**src/rtl/instr_loader.sv**
```systemverilog
// Byte-stream instruction loader: assembles high-byte-first 16-bit words from a
// valid/ready byte stream and writes them to instruction memory while holding the CPU.
module instr_loader #(
  parameter int N = 16,
  parameter int A = 10
) (
  input  logic         clk,
  input  logic         rst,
  input  logic         start,
  input  logic [A:0]   len,
  input  logic         abort,
  input  logic         in_valid,
  input  logic [7:0]   in_byte,
  output logic         in_ready,
  output logic         wr_en,
  output logic [A-1:0] wr_addr,
  output logic [N-1:0] wr_data,
  output logic         cpu_hold,
  output logic         done,
  output logic         err,
  output logic [A:0]   words_written,
  output logic [N-1:0] checksum
);

  typedef enum logic [2:0] {
    IDLE  = 3'd0,
    HI    = 3'd1,
    LO    = 3'd2,
    WRITE = 3'd3,
    DONE  = 3'd4
  } state_t;

  localparam logic [A:0]   MAX_LEN = {1'b1, {A{1'b0}}};
  localparam logic [A:0]   ONE_W   = {{A{1'b0}}, 1'b1};
  localparam logic [A-1:0] ONE_A   = {{(A-1){1'b0}}, 1'b1};

  state_t       state;
  logic [A:0]   len_q;
  logic [A-1:0] addr_q;
  logic [7:0]   hi_q;
  logic [N-1:0] word_q;
  logic [A:0]   cnt_q;
  logic [N-1:0] sum_q;
  logic         err_q;

  logic         len_ok;
  logic [A:0]   cnt_inc;

  assign len_ok  = (len != '0) && (len <= MAX_LEN);
  assign cnt_inc = cnt_q + ONE_W;

  // NOTE: wr_en and in_ready look at abort combinationally so an abort in the
  // same cycle suppresses the write and refuses the byte before the edge.
  assign in_ready = ((state == HI) || (state == LO)) && !abort;
  assign wr_en    = (state == WRITE) && !abort;
  assign cpu_hold = (state != IDLE);
  assign done     = (state == DONE);
  assign err      = err_q;

  assign wr_addr       = addr_q;
  assign wr_data       = word_q;
  assign words_written = cnt_q;
  assign checksum      = sum_q;

  // NOTE: all state uses non-blocking assignments so every register samples
  // the pre-edge values of its neighbours regardless of statement order.
  always_ff @(posedge clk or negedge rst) begin
    if (!rst) begin
      state  <= IDLE;
      len_q  <= '0;
      addr_q <= '0;
      hi_q   <= '0;
      word_q <= '0;
      cnt_q  <= '0;
      sum_q  <= '0;
      err_q  <= 1'b0;
    end else begin
      err_q <= 1'b0;
      case (state)
        IDLE: begin
          if (start) begin
            if (len_ok) begin
              len_q  <= len;
              addr_q <= '0;
              cnt_q  <= '0;
              sum_q  <= '0;
              state  <= HI;
            end else begin
              err_q <= 1'b1;
            end
          end
        end
        HI: begin
          if (abort) begin
            state <= IDLE;
          end else if (in_valid) begin
            hi_q  <= in_byte;
            state <= LO;
          end
        end
        LO: begin
          if (abort) begin
            state <= IDLE;
          end else if (in_valid) begin
            word_q <= {hi_q, in_byte};
            state  <= WRITE;
          end
        end
        WRITE: begin
          if (abort) begin
            state <= IDLE;
          end else begin
            cnt_q <= cnt_inc;
            sum_q <= sum_q + word_q;
            // Last word stops without bumping the address, so len=2^A never wraps.
            if (cnt_inc == len_q) begin
              state <= DONE;
            end else begin
              addr_q <= addr_q + ONE_A;
              state  <= HI;
            end
          end
        end
        DONE:    state <= IDLE;
        default: state <= IDLE;
      endcase
    end
  end

endmodule

```
**config.mk**
```make
export PLATFORM = sky130hd
export DESIGN_NAME = instr_loader
export DESIGN_NICKNAME = d
export VERILOG_FILES = /design/src/rtl/instr_loader.sv
export SDC_FILE = /design/constraint.sdc
export NUM_CORES = 1
export LEC_CHECK = 0
export CORE_MARGIN = 1
export CORE_UTILIZATION = 50
export CTS_CLUSTER_DIAMETER = 100
export DETAILED_ROUTE_END_ITERATION = 16
export PLACE_DENSITY = 0.79
export REMOVE_ABC_BUFFERS = 1
export SETUP_SLACK_MARGIN = 0.4
export SLEW_MARGIN = 0
export SYNTH_ARGS = -nofsm -noshare
export SYNTH_HDL_FRONTEND = slang
export SYNTH_SLANG_ARGS = --single-unit
```
**constraint.sdc**
```tcl
create_clock -name clk -period 3.4 [get_ports clk]
set_input_delay 0.68 -clock clk [delete_from_list [all_inputs] [get_ports clk]]
set_output_delay 0.68 -clock clk [all_outputs]
set_load 0.05 [all_outputs]
```
After elaboration in Yosys (flattened, before gate mapping):

Cells that the tools add are included.

* output and inout port bits: 58
* word-level logic and storage cells: 64
* flip-flop bits (word level): 76

* add/sub/neg operators: 3
* eq/ne operators: 11
* bitwise gates (word level): 1
* reduce and logical (&&, ||, !) cells: 15
* $lt $le $gt $ge: 1
* multiplexer cells: 25

Operators with widths (count)
* 16-bit two-way mux: 3
* 10-bit two-way mux: 4
* 11-bit two-way mux: 3
* 16-bit one-hot mux with 2 select lines: 1
* 3-bit two-way mux: 8
* 11-bit one-hot mux with 2 select lines: 1
* 10-bit one-hot mux with 2 select lines: 1
* 16-bit adder: 1
* 3-bit one-hot mux with 4 select lines: 1
* 11-bit by 1-bit adder with 11-bit output (second input constant): 1
* 11-bit equality test: 1
* 11-bit <= comparator (second input constant): 1
* 11-bit nonzero test: 1
* 10-bit by 1-bit adder with 10-bit output (second input constant): 1
* 3-bit AND reduction: 3
* 2-bit inequality test (second input constant): 4
* 4-bit AND reduction: 2
* 3-bit by 2-bit equality test with 1-bit output (second input constant): 2
* 3-bit inequality test (second input constant): 2
* 5-bit AND reduction: 1
* 3-bit by 1-bit equality test with 1-bit output (second input constant): 1
* 3-bit equality test (second input constant): 1
* 1-bit logical AND: 3
* 3-bit zero test: 1
* 6 further kinds: 8

Longest topological paths before layout:

* word-level depth: 5
* depth in mapped cells: 9
* mapped depth without buffers: 9

Worst setup path after synthesis:

OpenSTA, ideal clock, no wires.

* path kind: register to register
* from: register cnt_q[0], in the netlist words_written[0]
* to: register addr_q[3], in the netlist wr_addr[3]
* slack: 591 ps
* cell stages (with the launch flop): 10
* arrival: 2677 ps
* path buffers: 1
* setup time: 132 ps
* data required time: 3268 ps
* path through: dfrtp_1 > ha_1 > nand4_2 > or3_1 > a2111oi_2 > nand4_1 > a211oi_2 > nand2b_1 > buf_2 > o211ai_1

* cells in the longest elaborated chain, start to end: 4

Ends and longest elaborated chain
* start: declaration: line 42 `logic [A:0] cnt_q;`
* start signal: assignment: line 113 `cnt_q <= cnt_inc;`
* 11-bit by 1-bit adder with 11-bit output: line 50 `assign cnt_inc = cnt_q + ONE_W;`
* 11-bit equality test: line 116 `if (cnt_inc == len_q) begin`
* 2-bit inequality test (no source line)
* 5-bit AND reduction (no source line)
* end signal: assignment: line 119 `addr_q <= addr_q + ONE_A;`
* end: declaration: line 39 `logic [A-1:0] addr_q;`

No other way between the ends.
A chain may end at the register's enable or synchronous reset.

Final worst setup path:

* from: register cnt_q[0], in the netlist words_written[0]
* to: register addr_q[7], in the netlist wr_addr[7]

The elaborated chain is that of the path after synthesis.

==> reports/results.tsv <==
metric	value	unit
status	finished, final reports clean	
Syn Inst Count	440	
Worst setup EP type	flip-flop	
aggregate global-route resource usage	24.6	%
share of the synthesized area in the top cell type	44.9	%
Worst Hold Slack	0.461	ns
Lkg Pwr	0.00240	µW
sequential share of the synthesized area	44.9	%
crit path time final	2.88	ns
top-count cell post-synth	dfrtp_1	
initial antenna violation count	0	
RSZ-0062 raised after global routing	true	
asr flop ratio synth	100	%
final hold violations	0	
synth top area cells	dfrtp_1 45%, mux2_2 6.4%, nand2_1 5.7%	
Max transition margin	37.8	%
vias	3643	
post-route cell area	5380	µm²
area leader, netlist	dfrtp_1	
min-delay worst type	in2async	
CTS tree	yes	
layout cells sized above 1	11.0	%
Initial Util	51.5	%
area grow syn2layout	27.1	%
Seq cells post-synth	76	
Worst path slowest cell	dfrtp_1	
Placer Congestion	0.855	
Layout Skew	0.00921	ns
nets@finish	565	
Crit Path Max Fanout	7	
max incr delay on CP	0.44	ns
start point of the critical path	words_written[0]	
postcts setup bufs	0	
WS Path Type	reg2reg	
Placed Instance Area	5160	µm²
vias per cell	5.76	
core box area	8220	µm²
VDD IR-drop max	0.000570	V
Tightest Pin Transition	0.932	ns
Setup-failing EPs final	0	
first drt pass iteration count	4	
highest clock rate	347	MHz
Synth top cells by count	76 x dfrtp_1, 64 x nand2_1, 42 x o21ai_0	
cell area after synthesis	4230	µm²
Fillers	666	
R2R Path Start	words_written[0]	
CTS Buf Count	9	
# DRC	0	
Ys Warns	0	
CP required	3.65	ns
cell at the root of the clock tree	clkbuf_8	
HPWL Detailed	7190	µm
number of max-cap violations	0	
Crit path arrival time	3.13	ns
Clock Latency Late Sink	0.35	ns
PwrDens	588	nW/µm²
largest net degree at the start of global routing	77	
routed len/inst	16.0	µm
count of unique library cells instantiated by Yosys	56	
grt ovf	0	
Reg clk slew, reported paths	0.08	ns
Die Y	94.0	µm
crit path launch type	flip-flop	
Top Ports	82	
DR iter-0 viols	234	
hold_buf cts	0	
clk buf depth	2	
first-pass GRT wire length	16900	µm
worst reg-to-reg path cell count	9	
Worst R2R Setup Slack	0.52	ns
Post-synth EDFFs	0	
vias in the first global route	3545	
final worst-path cycle share	84.7	%
# port buffers	81	
number of diodes	0	
number of H-tree levels	3	
drt total wl	10100	µm
crit-path cells	ha_1 -> nand4_2 -> or3_1 -> a2111oi_2 -> nand4_1 -> a211oi_4 -> buf_4 -> o311ai_0 -> o31ai_1	
Die Width	94.0	µm
Sink Count	76	
Core Util, Final	65.5	%
Synth Area per Inst	9.62	µm²
RR Endpoint	wr_addr[7]	
antenna-violating nets left	0	
Total Die Area	8840	µm²
Rows	33	
top_reg_cell synth	dfrtp_1	
Max Transition Viols Final	0	
[through the flow]
step / worst slack [ns] / setup TNS [ns] / instances / total power, µW
4_1_cts: 0.414 / 0 / 632 / 3180
3_3_place_gp: 0.286 / 0 / 617 / 2440
5_1_grt: 0.381 / 0 / 632 / 3340
3_5_place_dp: 0.204 / 0 / 617 / 2470
6_report: 0.519 / 0 / 632 / 3170
2_1_floorplan: -0.291 / -4.35 / 423 / 2060
[cells by family (layout without fill, tap and decap cells)]
logic type	Yosys count	after routing	share of synthesized area (%)
and+or+nand+nor	154	154	17.8
AOI/OAI and AO/OA	112	112	17.1
DFF	76	76	44.9
buffers and inverters	31	118	2.98
muxes	29	29	7.57
xor gates and xnor gates	20	20	4.14
adders and majority gates	18	18	5.50
[registers in the layout (all words and copies together), names as in the netlist]
signal and flops:
checksum 16, err 1, hi_q 8, len_q 11, state 3, words_written 11
wr_addr 10, wr_data 16
[report_power, final]
part	leakage, µW	internal, µW	switching, µW
Clock	0.000105	374	325
Sequential	0.00101	1080	169
Combinational	0.00129	478	741
Total	0.00240	1930	1230
[placed cells by master (no fill, tap or decap), types with 13 or more instances in the layout]
master	instances
inv_1	13
a21oi_1	14
nand2_1	64
dfrtp_1	76
clkdlybuf4s50_1	78
mux2_2	24
o21ai_0	42
nand3_1	23
nor2_1	19
xnor2_1	14
ha_1	17
[routing by layer]
layer | global-route usage, % | vias up | part of all wire [%]
li1 | - | 1764 | -
met1 | 31.2 | 1741 | 43
met2 | 41.8 | 124 | 50
met3 | 5.83 | 14 | 6.3
met4 | 7.18 | 0 | 1.6
met5 | 0 | - | 0
[timing repair]
action | 4_1_cts | 5_1_grt
setup endpoints to repair | 2 | 22
resized for setup | 1 | 4
hold endpoints to repair | 0 | 0
[worst max path at each step]
stage | to | slack (ns)
after floorplan | words_written[10] | -0.29
after global placement | words_written[8] | 0.29
after detailed placement | words_written[8] | 0.20
after CTS | in_ready | 0.41
after global routing | state[0] | 0.38
final | wr_addr[7] | 0.52
[area by class of cell]
cell class              instances  area, µm²  area share [%]
clock buffers                  11        151            2.81
repair buffers                 89        868            16.1
inverters                      14       52.6           0.976
well taps                     105        131            2.44
clock inverters                 4       48.8           0.907
flip-flops and latches         76       1900            35.3
multi-input cells             333       2230            41.4
[worst max-delay path, delay by kind of cell, from the launching register on]
family	cells	cell delay, ns
AO/OA/AOI/OAI	4	0.98
AND/OR/NAND/NOR	3	0.85
flip-flops	1	0.44
adder cells (fa/ha/maj)	1	0.29
buffers and inverters	1	0.21
Note: power is estimated with default switching activity, not from simulation.
